### src/rtl/pll_cal_pkg.sv
// Shared constants for the PLL coarse-band calibration sequencer: FSM state codes and default parameters.
package pll_cal_pkg;

    localparam int BAND_W_DEF        = 4;
    localparam int CNT_W_DEF         = 8;
    localparam int SETTLE_CYCLES_DEF = 16;
    localparam int WIN_CYCLES_DEF    = 64;
    localparam int TOL_DEF           = 1;
    localparam int LOCK_WINDOWS_DEF  = 4;

    typedef logic [2:0] cal_state_t;

    localparam cal_state_t IDLE    = 3'd0;
    localparam cal_state_t SETTLE  = 3'd1;
    localparam cal_state_t COUNT   = 3'd2;
    localparam cal_state_t DECIDE  = 3'd3;
    localparam cal_state_t RELEASE = 3'd4;
    localparam cal_state_t TRACK   = 3'd5;

endpackage

### src/rtl/pll_win_counter.sv
// Windowed saturating event counter: counts tick_i over WIN_CYCLES enabled cycles, then starts a fresh window.
module pll_win_counter #(
    parameter int CNT_W      = 8,
    parameter int WIN_CYCLES = 64
) (
    input  logic             clk_i,
    input  logic             rst_i,
    input  logic             clr_i,
    input  logic             en_i,
    input  logic             tick_i,
    output logic [CNT_W-1:0] count_o,
    output logic             win_done_o
);

    localparam int                CYC_W    = $clog2(WIN_CYCLES + 1);
    localparam logic [CYC_W-1:0]  CYC_LAST = CYC_W'(WIN_CYCLES - 1);
    localparam logic [CNT_W-1:0]  CNT_MAX  = '1;

    logic [CYC_W-1:0] cyc_q, cyc_d;
    logic [CNT_W-1:0] count_q, count_d;
    logic [CNT_W-1:0] base;

    function automatic logic [CNT_W-1:0] sat_inc(input logic [CNT_W-1:0] a, input logic t);
        logic [CNT_W-1:0] r;
        if (t && (a == CNT_MAX)) r = CNT_MAX;
        else                     r = a + CNT_W'(t);
        return r;
    endfunction

    // count_q keeps the finished window's total until the next window's first tick overwrites it
    assign base       = (cyc_q == '0) ? '0 : count_q;
    assign count_o    = sat_inc(base, tick_i);
    assign win_done_o = en_i && (cyc_q == CYC_LAST);

    always_comb begin
        cyc_d   = cyc_q;
        count_d = count_q;
        if (clr_i) begin
            cyc_d   = '0;
            count_d = '0;
        end else if (en_i) begin
            count_d = count_o;
            cyc_d   = win_done_o ? '0 : cyc_q + 1'b1;
        end
    end

    always_ff @(posedge clk_i) begin
        if (rst_i) begin
            cyc_q   <= '0;
            count_q <= '0;
        end else begin
            cyc_q   <= cyc_d;
            count_q <= count_d;
        end
    end

endmodule

### src/rtl/pll_band_cal_ctrl.sv
// SAR coarse-band calibration sequencer for the charge-pump PLL (reference-clock domain).
// Optional post-calibration frequency-lock monitor enabled by defining LOCK_MON_EN.
import pll_cal_pkg::*;

module pll_band_cal_ctrl #(
    parameter int BAND_W        = BAND_W_DEF,
    parameter int CNT_W         = CNT_W_DEF,
    parameter int SETTLE_CYCLES = SETTLE_CYCLES_DEF,
    parameter int WIN_CYCLES    = WIN_CYCLES_DEF,
    parameter int TOL           = TOL_DEF,
    parameter int LOCK_WINDOWS  = LOCK_WINDOWS_DEF
) (
    input  logic              Clk,
    input  logic              Reset,
    input  logic              Start,
    input  logic              Fb_tick,
    input  logic [CNT_W-1:0]  Target,
    output logic [BAND_W-1:0] Band,
    output logic              Pfd_Resetn,
    output logic              Vctrl_hold,
    output logic              Busy,
    output logic              Done,
    output logic              Locked
);

    localparam int                 IDX_W       = (BAND_W > 1) ? $clog2(BAND_W) : 1;
    localparam int                 ST_W        = $clog2(SETTLE_CYCLES + 1);
    localparam logic [BAND_W-1:0]  BAND_INIT   = BAND_W'(1) << (BAND_W - 1);
    localparam logic [IDX_W-1:0]   IDX_INIT    = IDX_W'(BAND_W - 1);
    localparam logic [ST_W-1:0]    SETTLE_LAST = ST_W'(SETTLE_CYCLES - 1);

    if ((WIN_CYCLES < 1) || (WIN_CYCLES > (2 ** CNT_W) - 1) || (SETTLE_CYCLES < 1) ||
        (TOL < 0) || (LOCK_WINDOWS < 1)) begin : g_param_check
        $error("pll_band_cal_ctrl: illegal parameter set");
    end

    cal_state_t        state_q, state_d;
    logic [BAND_W-1:0] band_q, band_d;
    logic [IDX_W-1:0]  idx_q, idx_d;
    logic [IDX_W-1:0]  idx_dec;
    logic [ST_W-1:0]   settle_q, settle_d;
    logic              over_q, over_d;
    logic              pfd_q, pfd_d;
    logic              vhold_q, vhold_d;
    logic              busy_q, busy_d;
    logic              done_q, done_d;
    logic              locked_q, locked_d;
    logic              start_cal;
    logic              cnt_clr, cnt_en, win_done;
    logic [CNT_W-1:0]  count;

`ifdef LOCK_MON_EN
    localparam int                GOOD_W = $clog2(LOCK_WINDOWS + 1);
    localparam logic [GOOD_W-1:0] GOOD_N = GOOD_W'(LOCK_WINDOWS);

    logic [GOOD_W-1:0] good_q, good_d;

    // Distance is taken one bit wider than the counter so it can never wrap
    function automatic logic within_tol(input logic [CNT_W-1:0] a, input logic [CNT_W-1:0] b);
        logic [CNT_W:0] ea, eb, diff;
        ea   = {1'b0, a};
        eb   = {1'b0, b};
        diff = (ea >= eb) ? (ea - eb) : (eb - ea);
        return diff <= (CNT_W + 1)'(TOL);
    endfunction
`endif

    pll_win_counter #(
        .CNT_W      (CNT_W),
        .WIN_CYCLES (WIN_CYCLES)
    ) u_win (
        .clk_i      (Clk),
        .rst_i      (Reset),
        .clr_i      (cnt_clr),
        .en_i       (cnt_en),
        .tick_i     (Fb_tick),
        .count_o    (count),
        .win_done_o (win_done)
    );

    assign idx_dec   = idx_q - 1'b1;
    assign start_cal = Start && ((state_q == IDLE) || (state_q == TRACK));

    always_comb begin
        state_d  = state_q;
        band_d   = band_q;
        idx_d    = idx_q;
        settle_d = settle_q;
        over_d   = over_q;
        pfd_d    = pfd_q;
        vhold_d  = vhold_q;
        busy_d   = busy_q;
        done_d   = 1'b0;
        locked_d = locked_q;
        cnt_clr  = 1'b0;
        cnt_en   = 1'b0;
`ifdef LOCK_MON_EN
        good_d   = good_q;
`endif
        case (state_q)
            SETTLE: begin
                if (settle_q == SETTLE_LAST) begin
                    settle_d = '0;
                    cnt_clr  = 1'b1;
                    state_d  = COUNT;
                end else begin
                    settle_d = settle_q + 1'b1;
                end
            end
            COUNT: begin
                cnt_en = 1'b1;
                if (win_done) begin
                    over_d  = (count > Target);
                    state_d = DECIDE;
                end
            end
            DECIDE: begin
                if (over_q) band_d[idx_q] = 1'b0;
                if (idx_q != '0) begin
                    band_d[idx_dec] = 1'b1;
                    idx_d           = idx_dec;
                    state_d         = SETTLE;
                end else begin
                    state_d = RELEASE;
                end
            end
            RELEASE: begin
                pfd_d   = 1'b1;
                vhold_d = 1'b0;
                busy_d  = 1'b0;
                done_d  = 1'b1;
                cnt_clr = 1'b1;
`ifdef LOCK_MON_EN
                state_d = TRACK;
`else
                locked_d = 1'b1;
                state_d  = IDLE;
`endif
            end
`ifdef LOCK_MON_EN
            TRACK: begin
                cnt_en = 1'b1;
                if (win_done) begin
                    if (within_tol(count, Target)) begin
                        if (good_q < GOOD_N)         good_d   = good_q + 1'b1;
                        if (good_q >= GOOD_N - 1'b1) locked_d = 1'b1;
                    end else begin
                        good_d   = '0;
                        locked_d = 1'b0;
                    end
                end
            end
`endif
            default: state_d = IDLE;
        endcase

        // A new calibration overrides whatever IDLE or TRACK was doing
        if (start_cal) begin
            state_d  = SETTLE;
            band_d   = BAND_INIT;
            idx_d    = IDX_INIT;
            settle_d = '0;
            pfd_d    = 1'b0;
            vhold_d  = 1'b1;
            busy_d   = 1'b1;
            locked_d = 1'b0;
`ifdef LOCK_MON_EN
            good_d   = '0;
`endif
        end
    end

    always_ff @(posedge Clk) begin
        if (Reset) begin
            state_q  <= IDLE;
            band_q   <= BAND_INIT;
            idx_q    <= IDX_INIT;
            settle_q <= '0;
            over_q   <= 1'b0;
            pfd_q    <= 1'b0;
            vhold_q  <= 1'b1;
            busy_q   <= 1'b0;
            done_q   <= 1'b0;
            locked_q <= 1'b0;
`ifdef LOCK_MON_EN
            good_q   <= '0;
`endif
        end else begin
            state_q  <= state_d;
            band_q   <= band_d;
            idx_q    <= idx_d;
            settle_q <= settle_d;
            over_q   <= over_d;
            pfd_q    <= pfd_d;
            vhold_q  <= vhold_d;
            busy_q   <= busy_d;
            done_q   <= done_d;
            locked_q <= locked_d;
`ifdef LOCK_MON_EN
            good_q   <= good_d;
`endif
        end
    end

    assign Band       = band_q;
    assign Pfd_Resetn = pfd_q;
    assign Vctrl_hold = vhold_q;
    assign Busy       = busy_q;
    assign Done       = done_q;
    assign Locked     = locked_q;

endmodule

### config.mk
export PLATFORM = sky130hd
export DESIGN_NAME = pll_band_cal_ctrl
export DESIGN_NICKNAME = d
export VERILOG_FILES = /design/src/rtl/pll_cal_pkg.sv /design/src/rtl/pll_win_counter.sv /design/src/rtl/pll_band_cal_ctrl.sv
export SDC_FILE = /design/constraint.sdc
export NUM_CORES = 1
export LEC_CHECK = 0
export ABC_AREA = 1
export CAP_MARGIN = 20
export CORE_MARGIN = 1.5
export CORE_UTILIZATION = 45
export DETAILED_ROUTE_END_ITERATION = 8
export DONT_BUFFER_PORTS = 1
export PLACE_DENSITY = 0.6
export SYNTH_ARGS = -nofsm -noshare
export SYNTH_HDL_FRONTEND = slang
export SYNTH_SLANG_ARGS = --single-unit
### constraint.sdc
create_clock -name Clk -period 4.79 [get_ports Clk]
set_input_delay 0.958 -clock Clk [delete_from_list [all_inputs] [get_ports Clk]]
set_output_delay 0.958 -clock Clk [all_outputs]
set_load 0.005 [all_outputs]
==> summary.md <==
| Metric | Value |
|---|---|
| Vias per inst | `5.164` |
| Number of flops mapped to enable cells by yosys | `0` |
| DRC violations left | `0` |
| Root Driver | `clkbuf_8` |
| Router iterations before antenna repair | `4` |
| Status | `finished, final reports clean` |
| Slew Viols, Final | `0` |
| Syn. warnings | `0` |
| Total negative setup slack | `0 ns` |
| First-pass GRT wire length | `7086 µm` |
| Largest family of logic cells by synthesized area | `simple AND/OR/NAND/NOR gates` |
| Gr usage total | `roughly 18%` |
| Max_cap viols | `0` |
| Synth-to-layout area growth | `7.267%` |
| Post-CTS setup repair buffer count | `0` |
| Clk Latency, worst-skew pair | `0.29 ns` |
| Die area | `between 5000 and 6000 µm²` |
| IO buf count | `0` |
| Worst-path maximum fanout | `13` |
| CP Cell Sequence | `inv_1 -> ha_1 -> inv_1 -> nor2_2 -> nand3_2 -> nand2_1 -> inv_1 -> ha_1 -> ha_1 -> inv_1 -> nor2_1 -> nand3_1 -> nand3_2 -> ha_1 -> nand4_1 -> nor3_1 -> nor2_2 -> nand2_1 -> a21oi_2` |
| Synth top area cells | `dfxtp_1, ha_1, nand2_1, inv_1, nand3_1` |
| Clk sinks | `34` |
| CP max stage delay | `0.32 ns` |
| Final Power | `0.7185 mW` |
| Critical Path RT | `between 4 and 5 ns` |
| Top_reg_cell synth | `dfxtp_1` |
| Hold Buf Count CTS | `0` |
| Final wirelength | `between 4000 and 5000 µm` |
| Total CTS buffers | `5` |
| Max rail drop VDD | `around 180 µV` |
| Post-synthesis mux area share | `0%` |
| Worst Tran Pin Value | `around 0.37 ns` |
| Seq/Total Area, Yosys | `roughly 33%` |
| Cell area after synthesis | `about 2100 µm²` |
| CP max-delay cell | `dfxtp_1` |
| # nets final | `300` |
| Library cells used by synthesis | `34` |
| Syn_nets | `slightly below 300` |
| Ports | `21` |
| Antenna diode count | `0` |
| Synth area leader | `dfxtp_1` |
| Rows | `24` |
| Rel. slew slack | `between 70% and 80%` |
| Final clock period utilization by the worst path | `about 60%` |
| Hold/Removal Path Class | `flop to flop` |
| Critical path type | `flop to flop` |
| Mean Syn Cell Area | `between 7 and 8 µm²` |
| ANT nets after route | `0` |
| Post-synthesis adder-cell area fraction | `roughly a tenth` |
| Yosys top cell area share | `between 30% and 40%` |
| Post-Synth Simple-Gate Area | `between 30% and 40%` |
| Post-synth top cells | `nand2_1, inv_1, dfxtp_1` |
| Clk buf depth | `2` |
| Synth Instances | `269` |
| HPWL Detailed | `~3000 µm` |
| TritonCTS clock tree | `done` |
| Placeable Area | `approximately 4400 µm²` |
| Layout cells sized above 1 | `roughly 17%` |
| Fmax | `roughly 0.35 GHz` |
| Top-count cell post-synth | `nand2_1` |
| Clock Skews | `0.003441 ns` |
| Die X-Extent | `roughly 71 µm` |
| Setup violations, final | `0` |
| Pwr/cell area | `321.5 nW/µm²` |
| Vias | `around 1700` |
| Initial Utilization | `approximately 47%` |
| Fillers | `approximately 420` |
| Post-synth ARST share | `0%` |
| RePlAce Congestion | `0.7879` |
| Drt wl/cell | `12.50 µm` |
| Die span in y | `roughly 71 µm` |
| Worst setup SP type | `flop` |
| RSZ-0062 raised after global routing | `false` |
| Crit path capture type | `flop` |
| Crit path time final | `around 2.9 ns` |
| Leakage | `roughly 1.1 nW` |
| H-Tree Depth | `2` |
| Post-cts sizing count | `0` |
| Crit path DAT | `3.05 ns` |
| Fin. Hold Viols | `0` |
| Number of synthesized register bits | `34` |
| Iter 0 DRT Violations | `81` |
| GRT Residual Overflow | `0` |
| Antenna violations before repair | `0` |
| Vias in the first global route | `about 1500` |
| Largest net degree at the start of global routing | `16` |
| Compound-Gate Fraction of Synth Area | `roughly an eighth` |
| Clk slew on worst S/H paths | `around 0.08 ns` |
| Post-synthesis xor/xnor area fraction | `less than 1%` |
[cell usage in the layout, fill, tap and decap left out, types with 3 or more instances in the layout]
| cell | n |
|---|---|
| a211oi_1 | 4 |
| a21oi_1 | 12 |
| clkbuf_8 | 5 |
| dfxtp_1 | 34 |
| ha_1 | 17 |
| inv_1 | 40 |
| inv_2 | 7 |
| nand2_1 | 43 |
| nand2_2 | 4 |
| nand3_1 | 19 |
| nand3_2 | 8 |
| nand4_1 | 7 |
| nor2_1 | 20 |
| nor2_2 | 6 |
| nor2_4 | 4 |
| nor3_1 | 4 |
| o211ai_1 | 3 |
| o21ai_0 | 9 |
| o21bai_1 | 5 |
[final timing paths]
| check | to | from | cells past startpoint | slack, ns |
|---|---|---|---|---|
| setup / recovery | over_q | u_win.cyc_q[0] | 19 | 1.93 |
| hold / removal | settle_q[4] | settle_q[4] | 2 | 0.46 |
| setup reg to reg | over_q | u_win.cyc_q[0] | 19 | 1.93 |
| hold reg to reg | settle_q[4] | settle_q[4] | 2 | 0.46 |
[final cells by class]
class	count	area, µm²	area share (%)
clock buffer	5	68.82	3.080
clock inverter	3	68.82	3.080
tap	52	65.06	2.912
multi-input combinational	183	1175	52.58
inverter	47	176.4	7.895
sequential	34	680.7	30.46
[sequential cells by signal, summed over array words and instances (netlist names)]
signal,cells
Band,4
Busy,1
Done,1
Locked,1
Vctrl_hold,1
idx_q,2
over_q,1
settle_q,5
state_q,3
u_win.count_q,8
u_win.cyc_q,7
[per-stage QoR]
step	cells	setup slack [ns]	hold WS, ns	area [µm²]	utilization, %
finish	324	1.931	0.4564	2235	50.62
global route	324	1.624	0.4760	2235	50.62
CTS	324	1.921	0.4569	2235	50.62
detailed placement	316	1.938	0.4465	2097	47.51
global placement	316	1.994	0.4388	2097	47.51
floorplan	269	2.285	0.4223	2083	-
[worst max-delay path: cells and delay by family (launching register included)]
family | cells | cell delay [ns]
and+or+nand+nor | 10 | 1.20
adders and majority gates | 4 | 0.86
buffers and inverters | 4 | 0.33
DFF | 1 | 0.32
AOI/OAI and AO/OA | 1 | 0.05
[cell families after synthesis]
kind of cell | Yosys count
and+or+nand+nor | 125
AOI/OAI and AO/OA | 39
xor gates and xnor gates | 2
DFF | 34
buffers and inverters | 52
adders and majority gates | 17
[where the power goes]
| group | total, mW | internal [mW] | switching [mW] | leakage [nW] |
|---|---|---|---|---|
| clock network | 0.325 | 0.209 | 0.116 | 0.0683 |
| registers | 0.311 | 0.296 | 0.0148 | 0.275 |
| logic | 0.0826 | 0.0256 | 0.0569 | 0.709 |
| total | 0.718 | 0.531 | 0.188 | 1.05 |
[metal layers]
layer / up-vias / part of all wire (%) / track usage (%)
met2: 28 / 43 / 27.73
met1: 755 / 52 / 23.68
met4: 0 / 1.2 / 5.031
li1: 885 / - / -
met3: 5 / 3.3 / 4.416
met5: - / 0 / 0
Power figures use the tool's default switching activity.
